### src/rtl/psu_seq_defs_pkg.sv
// Shared power-sequencer definitions: state encodings and default cycle counts at 2 MHz.
package psu_seq_defs_pkg;

    localparam int unsigned STATE_W = 3;

    typedef enum logic [STATE_W-1:0] {
        ST_OFF      = 3'd0,
        ST_DEBOUNCE = 3'd1,
        ST_PS_WAIT  = 3'd2,
        ST_ON       = 3'd3,
        ST_OFF_DLY  = 3'd4,
        ST_FAULT    = 3'd5
    } state_t;

    localparam int unsigned CLK_HZ                = 2_000_000;
    localparam int unsigned DEF_DEBOUNCE_CYC      = CLK_HZ / 100_000; // 10 us
    localparam int unsigned DEF_PWROK_TIMEOUT_CYC = CLK_HZ;           // 1 s
    localparam int unsigned DEF_MIN_OFF_CYC       = CLK_HZ / 1_000;   // 1 ms

    // Largest of three cycle counts, used to size the shared counter.
    function automatic int unsigned max3(input int unsigned a, input int unsigned b,
                                         input int unsigned c);
        int unsigned m;
        m = (a > b) ? a : b;
        return (m > c) ? m : c;
    endfunction

endpackage

### src/rtl/sync_2ff.sv
// Two-flop synchronizer with synchronous active-low reset.
module sync_2ff #(
    parameter int unsigned             WIDTH   = 1,
    parameter logic [WIDTH-1:0]        RST_VAL = '0
) (
    input  logic             clk,
    input  logic             rst_n,
    input  logic [WIDTH-1:0] d,
    output logic [WIDTH-1:0] q
);

    logic [WIDTH-1:0] meta;

    // Two back-to-back capture stages; q is safe to use in the clk domain.
    always_ff @(posedge clk) begin
        if (!rst_n) begin
            meta <= RST_VAL;
            q    <= RST_VAL;
        end else begin
            meta <= d;
            q    <= meta;
        end
    end

endmodule

### src/rtl/psu_onctl_seq.sv
// PSU enable sequencer: debounces the BMC power request, enables the PSU,
// qualifies PWROK against a timeout and enforces a minimum off time.
module psu_onctl_seq
    import psu_seq_defs_pkg::*;
#(
    parameter int unsigned DEBOUNCE_CYC      = DEF_DEBOUNCE_CYC,
    parameter int unsigned PWROK_TIMEOUT_CYC = DEF_PWROK_TIMEOUT_CYC,
    parameter int unsigned MIN_OFF_CYC       = DEF_MIN_OFF_CYC
) (
    input  logic               iClk_2M,
    input  logic               iRst_n,
    input  logic               FM_BMC_ONCTL_N_LATCH,
    input  logic               PWRGD_PS_PWROK,
    input  logic               iForceOff,
    output logic               FM_PS_EN,
    output logic               oPwrokQual,
    output logic               oPsFault,
    output logic [STATE_W-1:0] oState
);

    localparam int unsigned CNT_MAX = max3(DEBOUNCE_CYC, PWROK_TIMEOUT_CYC, MIN_OFF_CYC);
    localparam int unsigned CNT_W   = $clog2(CNT_MAX + 1);

    localparam logic [CNT_W-1:0] DEB_LAST = CNT_W'(DEBOUNCE_CYC - 1);
    localparam logic [CNT_W-1:0] TO_LAST  = CNT_W'(PWROK_TIMEOUT_CYC - 1);
    localparam logic [CNT_W-1:0] OFF_LAST = CNT_W'(MIN_OFF_CYC - 1);

    state_t             state;
    state_t             state_nxt_c;
    logic [CNT_W-1:0]   cnt;
    logic               pwrok_s;
    logic               req_c;

    // Request is active-low on the pin; work with an active-high copy.
    assign req_c = ~FM_BMC_ONCTL_N_LATCH;

    sync_2ff #(
        .WIDTH   (1),
        .RST_VAL (1'b0)
    ) u_pwrok_sync (
        .clk   (iClk_2M),
        .rst_n (iRst_n),
        .d     (PWRGD_PS_PWROK),
        .q     (pwrok_s)
    );

    // Transition rules; orderly off always outranks PWROK events.
    function automatic state_t next_state(input state_t cur, input logic req,
                                          input logic force_off, input logic pwrok,
                                          input logic [CNT_W-1:0] count);
        state_t nxt;
        nxt = cur;
        case (cur)
            ST_OFF:      if (req && !force_off) nxt = ST_DEBOUNCE;
            ST_DEBOUNCE: begin
                if (!req || force_off)      nxt = ST_OFF;
                else if (count == DEB_LAST) nxt = ST_PS_WAIT;
            end
            ST_PS_WAIT: begin
                if (force_off || !req)      nxt = ST_OFF_DLY;
                else if (pwrok)             nxt = ST_ON;
                else if (count == TO_LAST)  nxt = ST_FAULT;
            end
            ST_ON: begin
                if (force_off || !req)      nxt = ST_OFF_DLY;
                else if (!pwrok)            nxt = ST_FAULT;
            end
            ST_OFF_DLY:  if (count == OFF_LAST) nxt = ST_OFF;
            ST_FAULT:    if (!req) nxt = ST_OFF_DLY;
            default:     nxt = ST_OFF;
        endcase
        return nxt;
    endfunction

    assign state_nxt_c = next_state(state, req_c, iForceOff, pwrok_s, cnt);

    // State, shared dwell counter and outputs decoded from the next state.
    always_ff @(posedge iClk_2M) begin
        if (!iRst_n) begin
            state      <= ST_OFF;
            cnt        <= '0;
            FM_PS_EN   <= 1'b0;
            oPwrokQual <= 1'b0;
            oPsFault   <= 1'b0;
        end else begin
            state <= state_nxt_c;
            if (state_nxt_c != state) begin
                cnt <= '0;
            end else if (cnt != '1) begin
                cnt <= cnt + CNT_W'(1);
            end
            FM_PS_EN   <= (state_nxt_c == ST_PS_WAIT) || (state_nxt_c == ST_ON);
            oPwrokQual <= (state_nxt_c == ST_ON);
            oPsFault   <= (state_nxt_c == ST_FAULT);
        end
    end

    assign oState = state;

endmodule

### config.mk
export PLATFORM = sky130hd
export DESIGN_NAME = psu_onctl_seq
export DESIGN_NICKNAME = d
export VERILOG_FILES = /design/src/rtl/psu_seq_defs_pkg.sv /design/src/rtl/sync_2ff.sv /design/src/rtl/psu_onctl_seq.sv
export SDC_FILE = /design/constraint.sdc
export NUM_CORES = 1
export LEC_CHECK = 0
export CORE_MARGIN = 2
export CORE_UTILIZATION = 42
export CTS_BUF_LIST = sky130_fd_sc_hd__clkbuf_4 sky130_fd_sc_hd__clkbuf_8 sky130_fd_sc_hd__clkbuf_16
export CTS_CLUSTER_DIAMETER = 150
export CTS_CLUSTER_SIZE = 8
export DETAILED_ROUTE_END_ITERATION = 16
export PLACE_DENSITY = 0.6
export SLEW_MARGIN = 5
export SYNTH_ARGS = -nofsm -noshare
export SYNTH_HDL_FRONTEND = slang
export SYNTH_HIERARCHICAL = 1
export SYNTH_SLANG_ARGS = --single-unit
### constraint.sdc
create_clock -name iClk_2M -period 5.6 [get_ports iClk_2M]
set_clock_uncertainty 0.2 [all_clocks]
set_input_delay 1.12 -clock iClk_2M [delete_from_list [all_inputs] [get_ports iClk_2M]]
set_output_delay 1.12 -clock iClk_2M [all_outputs]
set_load 0.03 [all_outputs]
==> flow_summary.ini, run 1 <==
[final_layout]
n_fill_cell = 367
nets = 198
drive_gt1_share_pct = 13.0
layout.cells.non_filler = 241
diodes = 0
fin_util_pct = 49.2
areaGrowthSynthToFinish_pct = 12.0

[clock_tree]
cts-hold-fix-buffers = 0
insertion_delay_ps = 290
cts_buffers = 5
tritoncts = built
htreeDepth = 2
cts_root_buf = clkbuf_8
post_cts_buffers = 0
cts_num_sinks = 29
clk_path_buf_depth = 2
ctsResizeCount = 0
clkTransAtPathRegs_ps = 60

[synthesis]
synth_top_area_share_pct = 35.9
synth-async-reset-ratio_pct = 0
synth_cell_types = 51
ys_seq_elements = 29
seq_area_frac_synth_pct = 35.9
dominantRegCellSynth = dfxtp_1
synth_area_leader_cell = dfxtp_1
synth_area_per_cell_um2 = 8.80
synthesis.area_mm2 = 0.00162
ys_warn_count = 6
synth-edff-count = 0
syn_inst = 184
synth_area_leaders = dfxtp_1, nor3_1, xnor2_1
syn-num-nets = 190

[drt]
drtPass1Iterations = 4
ant_nets = 0
vias = 1432
viasPerCell = 5.94
initialDrtViolationCount = 113
drc_errors = 0
routedWlPerCell_um = 15.2
wl_um = 3650

[placed_design]
pre_cts_ws_ps = 2090
port_buffers = 10
gp_congestion = 0.876
dp_hpwl_um = 2680
post-place-cells = 233

[floorplan]
coreArea_mm2 = 0.00369
io-pin-count = 11
start_util_pct = 43.9
die_w_um = 66.1
rows = 22
die_y_um = 66.1
dieArea_mm2 = 0.00437

[worst_setup_path]
critical_path.most_common_cell = nor3_1
critPathArrivalTime_ps = 3140
cp_top_family = compound AO/OA/AOI/OAI gates
crit_type = primary input to flop
start_kind = primary input
crit_slowest_cell = o22ai_2
max_stage_delay_ps = 840
worst_ep_required_time_ps = 5520
crit_buf_inv = 1
crit_path_max_fanout = 21
end_kind = flop
path_cells = clkdlybuf4s50_1 -> nor3_1 -> o21ai_0 -> o22ai_2 -> nor3_1

[timing]
hold_violations = 0
fmax_ghz = 0.310
fin_crit_ps = 3220
period_share_pct = 57.5
tightestPinTransition_ps = 1070
setup_tns_ps = 0
rsz0062_at_grt = false
relSlewSlack_pct = 28.4
setup_viol = 0
drv_slew = 0
setup_slack_ps = 2380

[run_status]
status = finished, final reports clean

[global_route]
grt_max_degree = 22
grtUsageMet2_pct = 27.5
grt_pass1_wl_um = 6110
grt.busiest_layer = met2
grtUsageTotal_pct = 19.1
antenna_found_initial = 0
grtUsageMet3_pct = 5.11
overflow = 0
met1_usage_pct = 25.7
grt_pass1_vias = 1300

[min_path]
holdCritPathClass = flop to flop

[pwr]
total_leakage_power_nw = 0.616
total_power_uw = 422
pwr_density_cell_mw_per_mm2 = 233
max-vdd-ir-drop_mv = 0.124

[flow_run]
max_cap_viol_count = 0
flip-flops by register name, indices dropped and copies added, names as in the netlist:
name / cells
u_pwrok_sync/meta: 1
cnt: 21
FM_PS_EN: 1
oPwrokQual: 1
oPsFault: 1
u_pwrok_sync/q: 1
oState: 3
cells in the mapped netlist (2+ instances only):
library cell,number
dfxtp_1,29
nor3_1,17
nand2_1,12
nand3_1,9
and3_1,8
xnor2_1,8
nand4_1,7
o21ai_0,7
nor2_1,6
nor3_2,6
nor4_1,6
a21oi_1,5
xor2_1,5
clkbuf_1,4
a211oi_1,3
and4_1,3
inv_1,3
mux2i_1,3
a311oi_1,2
a31oi_1,2
a41oi_1,2
and2_1,2
buf_2,2
buf_6,2
o2111ai_1,2
o22ai_1,2
or2b_1,2
or3_1,2
layer usage:
| metal | part of all wire (%) | routed length (µm) |
|---|---|---|
| met1 | 49 | 1800 |
| met2 | 44 | 1610 |
| met3 | 4.5 | 166 |
| met4 | 2.2 | 81 |
| met5 | 0 | 0 |
layout by cell type, fill, tap and decap left out, drive strengths merged:
cell type      netlist  routed
buf                  5       2
nand3                9       9
a31o                 1       1
ha                   1       1
a41oi                2       2
o21ai                8       8
a211o                1       1
nand4                7       7
inv                  3       3
mux2i                3       3
xnor2                8       8
nor3                23      23
a21boi               1       1
a31oi                2       2
a21oi                5       5
clkbuf               5       8
o2111ai              2       2
nor4b                1       1
a2111oi              1       1
nor2                 6       6
o22ai                3       3
clkdlybuf4s50        0      10
or2b                 2       2
and4                 4       4
nor3b                1       1
xor2                 5       5
o211ai               1       1
nand3b               1       1
or4                  2       2
a311oi               3       3
or3                  2       2
nor4                 7       7
a211oi               3       3
a2bb2oi              1       1
and2                 3       3
and3                 8       8
or2                  1       1
dfxtp               29      29
nand2               12      12
o21a                 1       1
per-stage QoR:
step	area (µm²)	hold slack, ps
2_1_floorplan	1620	206
3_3_place_gp	1720	217
3_5_place_dp	1720	221
4_1_cts	1810	235
5_1_grt	1810	247
6_report	1810	227
final timing paths:
| path | start | end | slack [ps] | cells after the start |
|---|---|---|---|---|
| min | u_pwrok_sync/meta$_SDFF_PN0_ | u_pwrok_sync/q$_SDFF_PN0_ | 230 | 1 |
| max reg2reg | cnt[12]$_SDFFE_PP0P_ | cnt[17]$_SDFFE_PP0P_ | 2590 | 5 |
| min reg2reg | u_pwrok_sync/meta$_SDFF_PN0_ | u_pwrok_sync/q$_SDFF_PN0_ | 230 | 1 |
| max | FM_BMC_ONCTL_N_LATCH | cnt[17]$_SDFFE_PP0P_ | 2380 | 5 |
final cells by class:
class	count	area (µm²)	share of cell area, %
multi-input combinational	141	955	52.7
sequential	29	581	32.0
timing repair buffer	12	115	6.35
clock buffer	8	91.3	5.04
tap	48	60.1	3.31
inverter	3	11.3	0.621
where the power goes:
part	switching (mW)	internal (mW)	total (mW)
clock network	0.0757	0.102	0.178
logic	0.0181	0.0109	0.0291
registers	0.00413	0.210	0.214
total	0.0980	0.324	0.422
cell families after synthesis:
kind of cell	after synthesis	synth area share (%)
xor+xnor	13	7.03
fa+ha+maj	1	0.773
mux	3	1.85
flops	29	35.9
compound gates	35	15.5
simple gates	89	33.8
buf+inv	14	5.18
(Power assumes the default switching activity.)
==> run 2, diff against run 1 <==
- clock period: 5.6 -> 3.3 ns (I/O delays scaled with it)
==> run 2 against run 1 <==
Worst setup slack lost 2100 ps. Sequential share of layout area grew 0.089 points. Global-route usage grew 0.40 points. Clock-buffer cell count shrank 2. Largest power group unchanged. Critical endpoint is now cnt[20]$_SDFFE_PP0P_.
==> flow_summary.ini, run 2 (synthesis results as in run 1) <==
[final_layout]
nets = 198
regMostFlops = cnt
drive_gt1_share_pct = 13.0
layout.cells.non_filler = 241
final_common_cell = dfxtp_1
diodes = 0
mostFrequentLayoutCells = dfxtp_1, nor3_1, nand2_1
areaGrowthSynthToFinish_pct = 11.7
largest_reg_flops = 21

[global_route]
overflow = 0
grt_pass1_wl_um = 6350
grtUsageTotal_pct = 19.5
grt_max_degree = 22
grt_pass1_vias = 1348
antenna_found_initial = 0

[drt]
routedWlPerCell_um = 15.4
initialDrtViolationCount = 70
ant_nets = 0
vias = 1453
wl_um = 3710
drtPass1Iterations = 4
drc_errors = 0
viasPerCell = 6.03

[min_path]
holdCritPathClass = flop to flop

[clock_tree]
cts_num_sinks = 29
insertion_delay_ps = 280
cts_root_buf = clkbuf_8
ctsResizeCount = 0
post_cts_buffers = 0
tritoncts = built
cts_buffers = 5
clk_path_buf_depth = 2
cts-hold-fix-buffers = 0
clkTransAtPathRegs_ps = 70
htreeDepth = 2

[worst_setup_path]
end_kind = flop
max_stage_delay_ps = 930
crit_slowest_cell = o22ai_2
critPathArrivalTime_ps = 2920
cp_top_family = compound AO/OA/AOI/OAI gates
path_cells = or4_4 -> nor4_4 -> a41oi_1 -> o22ai_2 -> nor3_1
start_kind = flop
crit_buf_inv = 0
crit_type = flop to flop
worst_ep_required_time_ps = 3210
crit_path_max_fanout = 21

[timing]
drv_slew = 0
hold_ws_ps = 236
setup_viol = 0
relSlewSlack_pct = 25.9
tightestPinTransition_ps = 1110
period_share_pct = 91.1
hold_violations = 0
fmax_ghz = 0.333
rsz0062_at_grt = false
setup_tns_ps = 0
fin_crit_ps = 3010

[floorplan]
die_w_um = 66.1
io-pin-count = 11
rows = 22
start_util_pct = 43.9
dieArea_mm2 = 0.00437
die_y_um = 66.1
coreArea_mm2 = 0.00369

[run_status]
status = finished, final reports clean

[pwr]
total_power_uw = 700
max-vdd-ir-drop_mv = 0.242
total_leakage_power_nw = 0.614
pwr_density_cell_mw_per_mm2 = 387

[placed_design]
port_buffers = 10
post-place-cells = 233
dp_hpwl_um = 2670
gp_congestion = 0.879

[flow_run]
max_cap_viol_count = 0
==> run 2: layout make-up <==
cell class / count / area, µm²
fill: 373 / 1880
inverter: 3 / 11.3
timing repair buffer: 12 / 115
clock buffer: 6 / 76.3
multi-input combinational: 141 / 955
tap: 48 / 60.1
sequential: 29 / 581
clock inverter: 2 / 10.0
==> run 2: worst paths after layout <==
kind                                      from                        end  slack (ps)  cells after the start
setup / recovery          cnt[12]$_SDFFE_PP0P_       cnt[20]$_SDFFE_PP0P_         290                      5
hold / removal    u_pwrok_sync/meta$_SDFF_PN0_  u_pwrok_sync/q$_SDFF_PN0_         240                      1
setup reg to reg          cnt[12]$_SDFFE_PP0P_       cnt[20]$_SDFFE_PP0P_         290                      5
hold reg to reg   u_pwrok_sync/meta$_SDFF_PN0_  u_pwrok_sync/q$_SDFF_PN0_         240                      1
==> run 2: per-layer routing <==
metal	vias to the layer above	global-route usage, %	share of wire [%]
met5	-	0	0
met4	0	9.18	2.1
met3	8	5.62	4.8
met2	27	29.1	45
met1	702	25.6	48
li1	716	-	-
==> run 2: through the flow <==
| stage | instance area, µm² | setup slack, ps | utilization (%) |
|---|---|---|---|
| after floorplan | 1620 | 1090 | - |
| after global placement | 1720 | 389 | 46.7 |
| after detailed placement | 1720 | 271 | 46.7 |
| after CTS | 1810 | 287 | 49.0 |
| after global routing | 1810 | 81.5 | 49.0 |
| final | 1810 | 293 | 49.0 |
==> run 2: power breakdown <==
| group | internal [mW] | switching (mW) |
|---|---|---|
| sequential | 0.357 | 0.00754 |
| clock | 0.154 | 0.132 |
| combinational | 0.0186 | 0.0313 |
==> run 3, diff against run 2 <==
- SLEW_MARGIN: 5 -> unset
==> results of run 3 <==
Final layout, timing and power as in run 2 (identical DEF).
